<file path="src/rtl/txuart.sv">
// Serial UART transmitter: start bit, 5-8 data bits LSB first, optional parity,
// one or two stop bits, with CTS flow control and line-break generation.
module txuart #(
  parameter logic [30:0] INITIAL_SETUP = 31'd868
) (
  input  logic        i_clk,
  input  logic        i_reset,
  input  logic [30:0] i_setup,
  input  logic        i_break,
  input  logic        i_wr,
  input  logic [7:0]  i_data,
  input  logic        i_cts_n,
  output logic        o_uart_tx,
  output logic        o_busy
);

  typedef enum logic [3:0] {
    BIT_ZERO    = 4'h0,
    BIT_ONE     = 4'h1,
    BIT_TWO     = 4'h2,
    BIT_THREE   = 4'h3,
    BIT_FOUR    = 4'h4,
    BIT_FIVE    = 4'h5,
    BIT_SIX     = 4'h6,
    BIT_SEVEN   = 4'h7,
    PARITY      = 4'h8,
    STOP        = 4'h9,
    SECOND_STOP = 4'ha,
    START       = 4'hc,
    BREAK       = 4'hd,
    IDLE        = 4'hf
  } state_t;

  state_t      r_state;
  logic [29:0] r_setup;
  logic [7:0]  r_data;
  logic [23:0] r_baud;
  logic        r_parity;
  logic        r_tx;
  logic        r_busy;
  logic [1:0]  r_cts_sync;

  logic        w_cts;
  logic        w_cts_ok;
  logic        w_accept;
  logic        w_zero;
  logic        w_parity_bit;
  logic [23:0] w_reload;
  state_t      w_first_bit;

  // Two-flop synchroniser for the asynchronous clear-to-send input.
  always_ff @(posedge i_clk) begin
    r_cts_sync <= {r_cts_sync[0], ~i_cts_n};
  end

  // Flow-control enable is taken live from i_setup so it gates the very
  // write that would latch it.
  assign w_cts        = r_cts_sync[1];
  assign w_cts_ok     = !i_setup[30] || w_cts;
  assign w_accept     = i_wr && (r_state == IDLE) && !i_break && w_cts_ok;
  assign w_zero       = (r_baud == '0);
  assign w_reload     = r_setup[23:0] - 24'd1;
  assign w_parity_bit = r_setup[25] ? r_setup[24] : (r_parity ^ ~r_setup[24]);

  always_comb begin
    w_first_bit = BIT_ZERO;
    case (r_setup[29:28])
      2'b00:   w_first_bit = BIT_ZERO;
      2'b01:   w_first_bit = BIT_ONE;
      2'b10:   w_first_bit = BIT_TWO;
      default: w_first_bit = BIT_THREE;
    endcase
  end

  always_ff @(posedge i_clk) begin
    if (i_reset) begin
      r_state  <= IDLE;
      r_tx     <= 1'b1;
      r_busy   <= i_break || !w_cts_ok;
      r_data   <= '0;
      r_setup  <= INITIAL_SETUP[29:0];
      r_baud   <= '0;
      r_parity <= 1'b0;
    end else if (i_break) begin
      r_state <= BREAK;
      r_tx    <= 1'b0;
      r_busy  <= 1'b1;
      r_baud  <= w_reload;
    end else if (r_state == IDLE) begin
      r_tx <= 1'b1;
      if (w_accept) begin
        r_state  <= START;
        r_tx     <= 1'b0;
        r_busy   <= 1'b1;
        r_data   <= i_data;
        r_setup  <= i_setup[29:0];
        r_baud   <= i_setup[23:0] - 24'd1;
        r_parity <= 1'b0;
      end else begin
        r_busy <= !w_cts_ok;
      end
    end else if (r_state == BREAK) begin
      r_state <= STOP;
      r_tx    <= 1'b1;
      r_busy  <= 1'b1;
      r_baud  <= w_reload;
    end else if (!w_zero) begin
      r_baud <= r_baud - 24'd1;
    end else begin
      r_baud <= w_reload;
      // Each data state's bit is driven on entry, so the shift happens here.
      case (r_state)
        START: begin
          r_state  <= w_first_bit;
          r_tx     <= r_data[0];
          r_parity <= r_parity ^ r_data[0];
          r_data   <= {1'b0, r_data[7:1]};
        end
        BIT_ZERO, BIT_ONE, BIT_TWO, BIT_THREE, BIT_FOUR, BIT_FIVE, BIT_SIX: begin
          r_state  <= state_t'(r_state + 4'd1);
          r_tx     <= r_data[0];
          r_parity <= r_parity ^ r_data[0];
          r_data   <= {1'b0, r_data[7:1]};
        end
        BIT_SEVEN: begin
          if (r_setup[26]) begin
            r_state <= PARITY;
            r_tx    <= w_parity_bit;
          end else begin
            r_state <= STOP;
            r_tx    <= 1'b1;
          end
        end
        PARITY: begin
          r_state <= STOP;
          r_tx    <= 1'b1;
        end
        STOP: begin
          r_tx <= 1'b1;
          if (r_setup[27]) begin
            r_state <= SECOND_STOP;
          end else begin
            r_state <= IDLE;
            r_busy  <= !w_cts_ok;
          end
        end
        default: begin
          r_state <= IDLE;
          r_tx    <= 1'b1;
          r_busy  <= !w_cts_ok;
        end
      endcase
    end
  end

  assign o_uart_tx = r_tx;
  assign o_busy    = r_busy;

endmodule

</file>
<file path="config.mk">
export PLATFORM = sky130hd
export DESIGN_NAME = txuart
export DESIGN_NICKNAME = d
export VERILOG_FILES = /design/src/rtl/txuart.sv
export SDC_FILE = /design/constraint.sdc
export NUM_CORES = 1
export LEC_CHECK = 0
export ABC_AREA = 1
export BUFFER_PORTS_ARGS = -buffer_cell sky130_fd_sc_hd__buf_4
export CELL_PAD_IN_SITES_DETAIL_PLACEMENT = 0
export CELL_PAD_IN_SITES_GLOBAL_PLACEMENT = 1
export CORE_UTILIZATION = 28
export CTS_BUF_LIST = sky130_fd_sc_hd__clkbuf_8
export DETAILED_ROUTE_END_ITERATION = 12
export PLACE_DENSITY_LB_ADDON = 0.1
export SLEW_MARGIN = 20
export SYNTH_ARGS = -nofsm -noshare
export SYNTH_HDL_FRONTEND = slang
export SYNTH_SLANG_ARGS = --single-unit
</file>
<file path="constraint.sdc">
create_clock -name i_clk -period 4.5 [get_ports i_clk]
set_input_delay 0.45 -clock i_clk [delete_from_list [all_inputs] [get_ports i_clk]]
set_output_delay 0.45 -clock i_clk [all_outputs]
set_load 0.01 [all_outputs]
</file>
==> flow_summary.toml, run 1 <==
[layout]
diodes = 0
drive_gt1_share_pct = 11.77
design_area_sq_um = 5998
syn2layout_area_growth_pct = 13.87
nNetsFinal = 940
final_core_util_pct = 32.94

[clocking]
cts_tree = "built"
hold_buffers = 0
post_cts_buffers = 0
clk_path_buf_depth = 2
clkTransAtPathRegs_ns = 0.09
cts_buffers = 9
clock-root-buffer = "clkbuf_8"
cts_sinks = 71
cts_resized = 0
worst_skew_pair.late_latency_ns = 0.38
ctsHtreeMaxLevel = 3

[placed_design]
gp_congestion = 0.8962
hpwl_um = 15300
portBuffers = 45
place_area_sq_um = 5751

[yosys]
postSynth.asyncResetShare_pct = 0
syn_area_per_cell_sq_um = 6.161
yosysMostFrequentCell = "nand2_1"
synth_area_leaders = "dfxtp_1 27%, nand2_1 16%, nor2_1 8.0%"
synth_top_area_share_pct = 26.60
syn_area_sq_um = 5268
synth_edf_count = 1
synth_sequential_area_ratio_pct = 27.17
yosysTopAreaCell = "dfxtp_1"
yosysWarnings = 0
synth_seq_cells = 71
synth_top_family_by_area = "simple AND/OR/NAND/NOR gates"
synthAdderAreaFrac_pct = 2.138
synthFlopType = "dfxtp_1"
netlist_instances = 855
synth-compound-area-share_pct = 14.16
synthXorXnorAreaFrac_pct = 6.318
ys_top_cells_by_count = "230 x nand2_1, 112 x nor2_1, 90 x inv_1, 72 x nand3_1, 70 x dfxtp_1"
synth-simple-area-share_pct = 40.33
synth_mux_area_share_pct = 0
syn-num-nets = 908
ys_types = 40

[setup_path]
crit_chain = "ha_1 > nand2_2 > nor2_4 > nand2_2 > inv_1 > nand3_1 > nand3_1 > nand2_1 > nand2_1 > nand2_1 > nand2_1"
crit_required_ns = 4.83
worstSetupEndpointType = "register"
slowest_delay_ns = 0.66
critPathSlowestCell = "inv_1"
crit_fanout = 24
crit_arrival_ns = 3.02
crit_top_cell = "nand2_1"
critPathKind = "reg -> reg"
startpoint_type = "register"

[sta]
setup_tns_ns = 0
setup_viol = 0
hold_viol = 0
tightest_slew_ns = 0.8778
min_period_ns = 2.694
drv_slew = 0
period_share_pct = 59.87
final.setup_skew_ns = 0.01406
max_slew_margin_pct = 41.42
max_freq_mhz = 371.2
timing.hold.ws_ns = 0.2102
rsz0062_at_grt = "false"

[floorplan]
pin_count = 46
die_w_um = 139.2
start_util_pct = 28.93
die_area_sq_um = 19370
rows = 49
die_h_um = 139.2
core_sq_um = 18210

[power]
combPwrFrac_pct = 40.2
power.total_uw = 2450
power_density_nw_per_um2 = 408.4
clockPowerShare_pct = 27.2
swShare_pct = 42.57
vdd_drop_max_mv = 0.1695
leakage_uw = 0.002730
seqPwrFrac_pct = 32.6
internal_power_uw = 1407
switchingPower_uw = 1043

[routing]
first_pass_iters = 11
drtIter0Drc = 307
via_count = 5545
postRouteAntennaNets = 0
wl_um = 19590
route.detailed.drc = 2
wire_per_inst_um = 17.47
vias_per_cell = 4.946

[outcome]
violations = "DRC"
status = "complete, but fails checks"

[grt]
grt_max_degree = 59
grt_use_total_pct = 21.10
gr-total-overflow = 0
grt_pass1_vias = 5521
antenna_found_initial = 0
grt_pass1_wl_um = 30860

[job]
maxCapViolations = 0

[min_path]
hp-class = "in -> reg"
==> per-layer routing <==
metal | GRT usage (%) | wire length, um | vias to the layer above
met5 | 0 | 0 | -
met4 | 8.421 | 593 | 0
met3 | 3.004 | 640 | 30
met2 | 39.45 | 10100 | 120
met1 | 23.93 | 8251 | 2582
li1 | - | - | 2813
==> flip-flops by register name, summed over array words and instances (netlist names) <==
signal	cells
o_busy	1
o_uart_tx	1
r_baud	24
r_cts_sync	2
r_data	8
r_parity	1
r_setup	30
r_state	4
==> power by group through the flow <==
stage | Combinational [uW] | Sequential (uW) | Clock [uW]
6_report | 984 | 800 | 666
5_1_grt | 1110 | 812 | 705
4_1_cts | 994 | 800 | 686
3_5_place_dp | 990 | 814 | 0
3_3_place_gp | 995 | 814 | 0
2_1_floorplan | 745 | 787 | 0
==> cell type report <==
class | instances | area [sq um]
multi-input cells | 661 | 3318
well taps | 229 | 286.5
clock buffers | 10 | 137.6
inverters | 97 | 364.1
repair buffers | 47 | 352.8
flip-flops and latches | 71 | 1431
clock inverters | 6 | 107.6
fillers | 2041 | 12210
==> metrics by stage <==
step                cells  worst slack [ns]
floorplan             855             2.807
global placement     1105             1.865
detailed placement   1105             1.833
CTS                  1121             1.798
global route         1121             1.571
finish               1121             1.806
==> cells by family after synthesis <==
family	Yosys count
and+or+nand+nor	478
AOI/OAI and AO/OA	136
buffers and inverters	123
DFF	71
xor gates and xnor gates	38
adders and majority gates	9
==> final timing paths <==
| check | startpoint | end | slack (ns) | depth (start not counted) |
|---|---|---|---|---|
| setup / recovery | r_state[0]$_SDFFE_PN1P_ | r_baud[17]$_SDFFE_PP0P_ | 1.81 | 11 |
| hold / removal | i_cts_n | r_cts_sync[0]$_DFF_P_ | 0.21 | 2 |
| setup reg to reg | r_state[0]$_SDFFE_PN1P_ | r_baud[17]$_SDFFE_PP0P_ | 1.81 | 11 |
| hold reg to reg | r_cts_sync[0]$_DFF_P_ | r_cts_sync[1]$_DFF_P_ | 0.33 | 0 |
==> worst max-delay path: cells and delay by family, from the launching register on <==
family | cells | cell delay (ns)
fa+ha+maj | 1 | 0.26
buf+inv | 1 | 0.66
flops | 1 | 0.44
simple gates | 9 | 1.29
==> placed cells by master (no fill, tap or decap), drive strengths merged, types with 3 or more instances in the layout <==
cell type,count
bufinv,3
inv,97
ha,9
nand3b,4
xor2,30
nor3,10
clkbuf,10
nand4,15
nand2,239
o211ai,9
nand3,75
nor2,131
buf,47
a21oi,55
xnor2,8
o22ai,4
o21ai,61
dfxtp,70
Power figures use the tool's default switching activity.
==> inputs of run 2 (changes only) <==
--- a/config.mk
+++ b/config.mk
@@ -5,7 +5,7 @@
 export SDC_FILE = /design/constraint.sdc
 export NUM_CORES = 1
 export LEC_CHECK = 0
-export ABC_AREA = 1
+export ABC_AREA = 0
 export BUFFER_PORTS_ARGS = -buffer_cell sky130_fd_sc_hd__buf_4
 export CELL_PAD_IN_SITES_DETAIL_PLACEMENT = 0
 export CELL_PAD_IN_SITES_GLOBAL_PLACEMENT = 1
==> constraint.sdc (replaced) <==
create_clock -name i_clk -period 2.25 [get_ports i_clk]
set_input_delay 0.225 -clock i_clk [delete_from_list [all_inputs] [get_ports i_clk]]
set_output_delay 0.225 -clock i_clk [all_outputs]
set_load 0.01 [all_outputs]
==> run 2 against run 1 <==
  * The flow now finishes without violations
  * Via count is 9.6% lower
  * Flip-flop and latch count stayed put
  * Highest routed layer unchanged
  * Clock skew is 0.0018 ns lower
  * Largest power group is now sequential cells
  * Non-clock buffer count is 77 higher
  * Cell count is 15% lower
==> flow_summary.toml, run 2 <==
[layout]
diodes = 0
largest_reg_flops = 30
top_regs = "r_setup (30), r_baud (24), r_data (8)"
seqCellArea_sq_um = 1431
final_cell_mix = "118 x buf_4, 109 x nand2_1, 70 x dfxtp_1"
drive_gt1_share_pct = 22.39
syn2layout_area_growth_pct = 27.29
nNetsFinal = 785
multi_input_comb_area_sq_um = 3238
fillers = 1837
design_area_sq_um = 6175
largest_register = "r_setup"
final_common_cell = "buf_4"

[sta]
max_freq_mhz = 475.7
tightest_slew_ns = 0.4421
fin_ws_ns = 0.1476
hold_viol = 0
final.setup_skew_ns = 0.01221
period_share_pct = 93.44
rsz0062_at_grt = "false"
max_slew_margin_pct = 70.26
setup_viol = 0
drv_slew = 0
setup_tns_ns = 0
min_period_ns = 2.102

[yosys]
synth_seq_cells = 71
synth_top_family_by_area = "simple AND/OR/NAND/NOR gates"
synth-compound-area-share_pct = 22.72
yosysTopAreaCell = "dfxtp_1"
synth_area_leaders = "dfxtp_1 29%, nand2_1 8.4%, a21oi_1 5.1%"
syn_area_per_cell_sq_um = 7.639
syn-num-nets = 688
synth_mux_area_share_pct = 0.2063
synth_top_area_share_pct = 28.89
synthXorXnorAreaFrac_pct = 9.208
synth_sequential_area_ratio_pct = 29.51
ys_top_cells_by_count = "109 x nand2_1, 70 x dfxtp_1, 54 x nor2_1, 49 x a21oi_1"
synth_edf_count = 1
synthAdderAreaFrac_pct = 2.321
yosysMostFrequentCell = "nand2_1"
yosysWarnings = 0
postSynth.asyncResetShare_pct = 0
ys_types = 74
synth-simple-area-share_pct = 31.62
netlist_instances = 635
synthFlopType = "dfxtp_1"
syn_area_sq_um = 4851

[setup_path]
r2r_cells = 5
critPathSlowestCell = "or4_4"
crit_top_cell = "or4_4"
critPathKind = "reg -> reg"
startpoint_type = "register"
crit_family = "simple AND/OR/NAND/NOR gates"
crit_chain = "or4_4 > or4_4 > nor3b_1 > xor2_1 > a211o_1"
cp.depth = 5
r2r-start = "r_setup[13]$_SDFFE_PP0P_"
crit_arrival_ns = 2.37
worstSetupEndpointType = "register"
crit_buf_inv = 0
crit_required_ns = 2.52
slowest_delay_ns = 0.55
cp-startpoint = "r_setup[13]$_SDFFE_PP0P_"
crit_fanout = 4

[routing]
vias_per_cell = 5.237
postRouteAntennaNets = 0
first_pass_iters = 5
route.detailed.drc = 0
drtIter0Drc = 166
via_count = 5012
wl_um = 16870
wire_per_inst_um = 17.63

[min_path]
hold_depth = 3
hold_start = "i_setup[25]"
hp-class = "in -> reg"

[power]
power_density_nw_per_um2 = 578.6
vdd_drop_max_mv = 0.2703
power.total_uw = 3572
leakage_uw = 0.002362

[grt]
grt_pass1_vias = 4886
grt_pass1_wl_um = 26720
grt_max_degree = 24
antenna_found_initial = 0
gr-total-overflow = 0
grt_use_total_pct = 19.60

[floorplan]
rows = 47
die_h_um = 133.6
core_sq_um = 16760
die_w_um = 133.6
die_area_sq_um = 17860
pin_count = 46
start_util_pct = 28.94

[clocking]
cts_buffers = 9
clkTransAtPathRegs_ns = 0.08
cts_tree = "built"
worst_skew_pair.late_latency_ns = 0.38
clk_path_buf_depth = 2
ctsHtreeMaxLevel = 3
post_cts_buffers = 0
clock-root-buffer = "clkbuf_8"
cts_sinks = 71

[placed_design]
place_ws_ns = 0.05580
place_area_sq_um = 5941
portBuffers = 45
hpwl_um = 12950
gp_congestion = 0.8748

[job]
maxCapViolations = 0

[outcome]
status = "finished, final reports clean"
==> run 2: path summary, 6_finish.rpt <==
kind / to / slack (ns)
worst min-delay path: r_setup[25]$_SDFFE_PP0P_ / 0.09
worst max register to register: r_baud[21]$_SDFFE_PP0P_ / 0.15
worst max-delay path: r_baud[21]$_SDFFE_PP0P_ / 0.15
worst min register to register: r_cts_sync[1]$_DFF_P_ / 0.33
==> run 2: worst min-delay path, stage by stage <==
cell and delay (ns):
buf_4 0.11, nand2_1 0.05, a21oi_1 0.05
==> run 2: logic make-up (layout without fill, tap and decap cells) <==
logic type | count (synthesis) | after routing
buffers and inverters | 52 | 154
and+or+nand+nor | 287 | 287
xor gates and xnor gates | 51 | 51
muxes | 1 | 1
AOI/OAI and AO/OA | 164 | 164
adders and majority gates | 9 | 9
DFF | 71 | 71
==> run 2: routing by layer <==
metal,global-route usage [%],wire (um),up-vias
li1,-,-,2502
met1,26.39,8189,2379
met2,30.87,7547,101
met3,2.740,626,30
met4,8.965,507,0
met5,0,0,-
==> run 2: cell type report <==
type	instances	area share [%]
Multi-Input combinational cell	512	52.44
Sequential cell	71	23.18
Timing Repair Buffer	124	15.99
Tap cell	220	4.458
Clock buffer	10	2.229
Clock inverter	6	0.8511
Inverter	14	0.8511
==> run 2: timing repair <==
item                       4_1_cts  5_1_grt
setup endpoints to repair        0       19
hold buffers                     1        0
gates resized for setup          0        7
hold endpoints to repair         1        0
==> run 2: per-stage QoR <==
stage | hold WS [ns] | utilization [%] | instances
after floorplan | 0.2815 | - | 635
after global placement | 0.3104 | 35.45 | 940
after detailed placement | 0.3132 | 35.45 | 940
after CTS | 0.06721 | 36.64 | 957
after global routing | 0.08969 | 36.84 | 957
final | 0.09238 | 36.84 | 957
==> run 2: report_power, final <==
part	total (uW)	internal [uW]	switching [uW]
sequential	1420	1340	83.2
clock	1060	529	531
combinational	1090	489	601
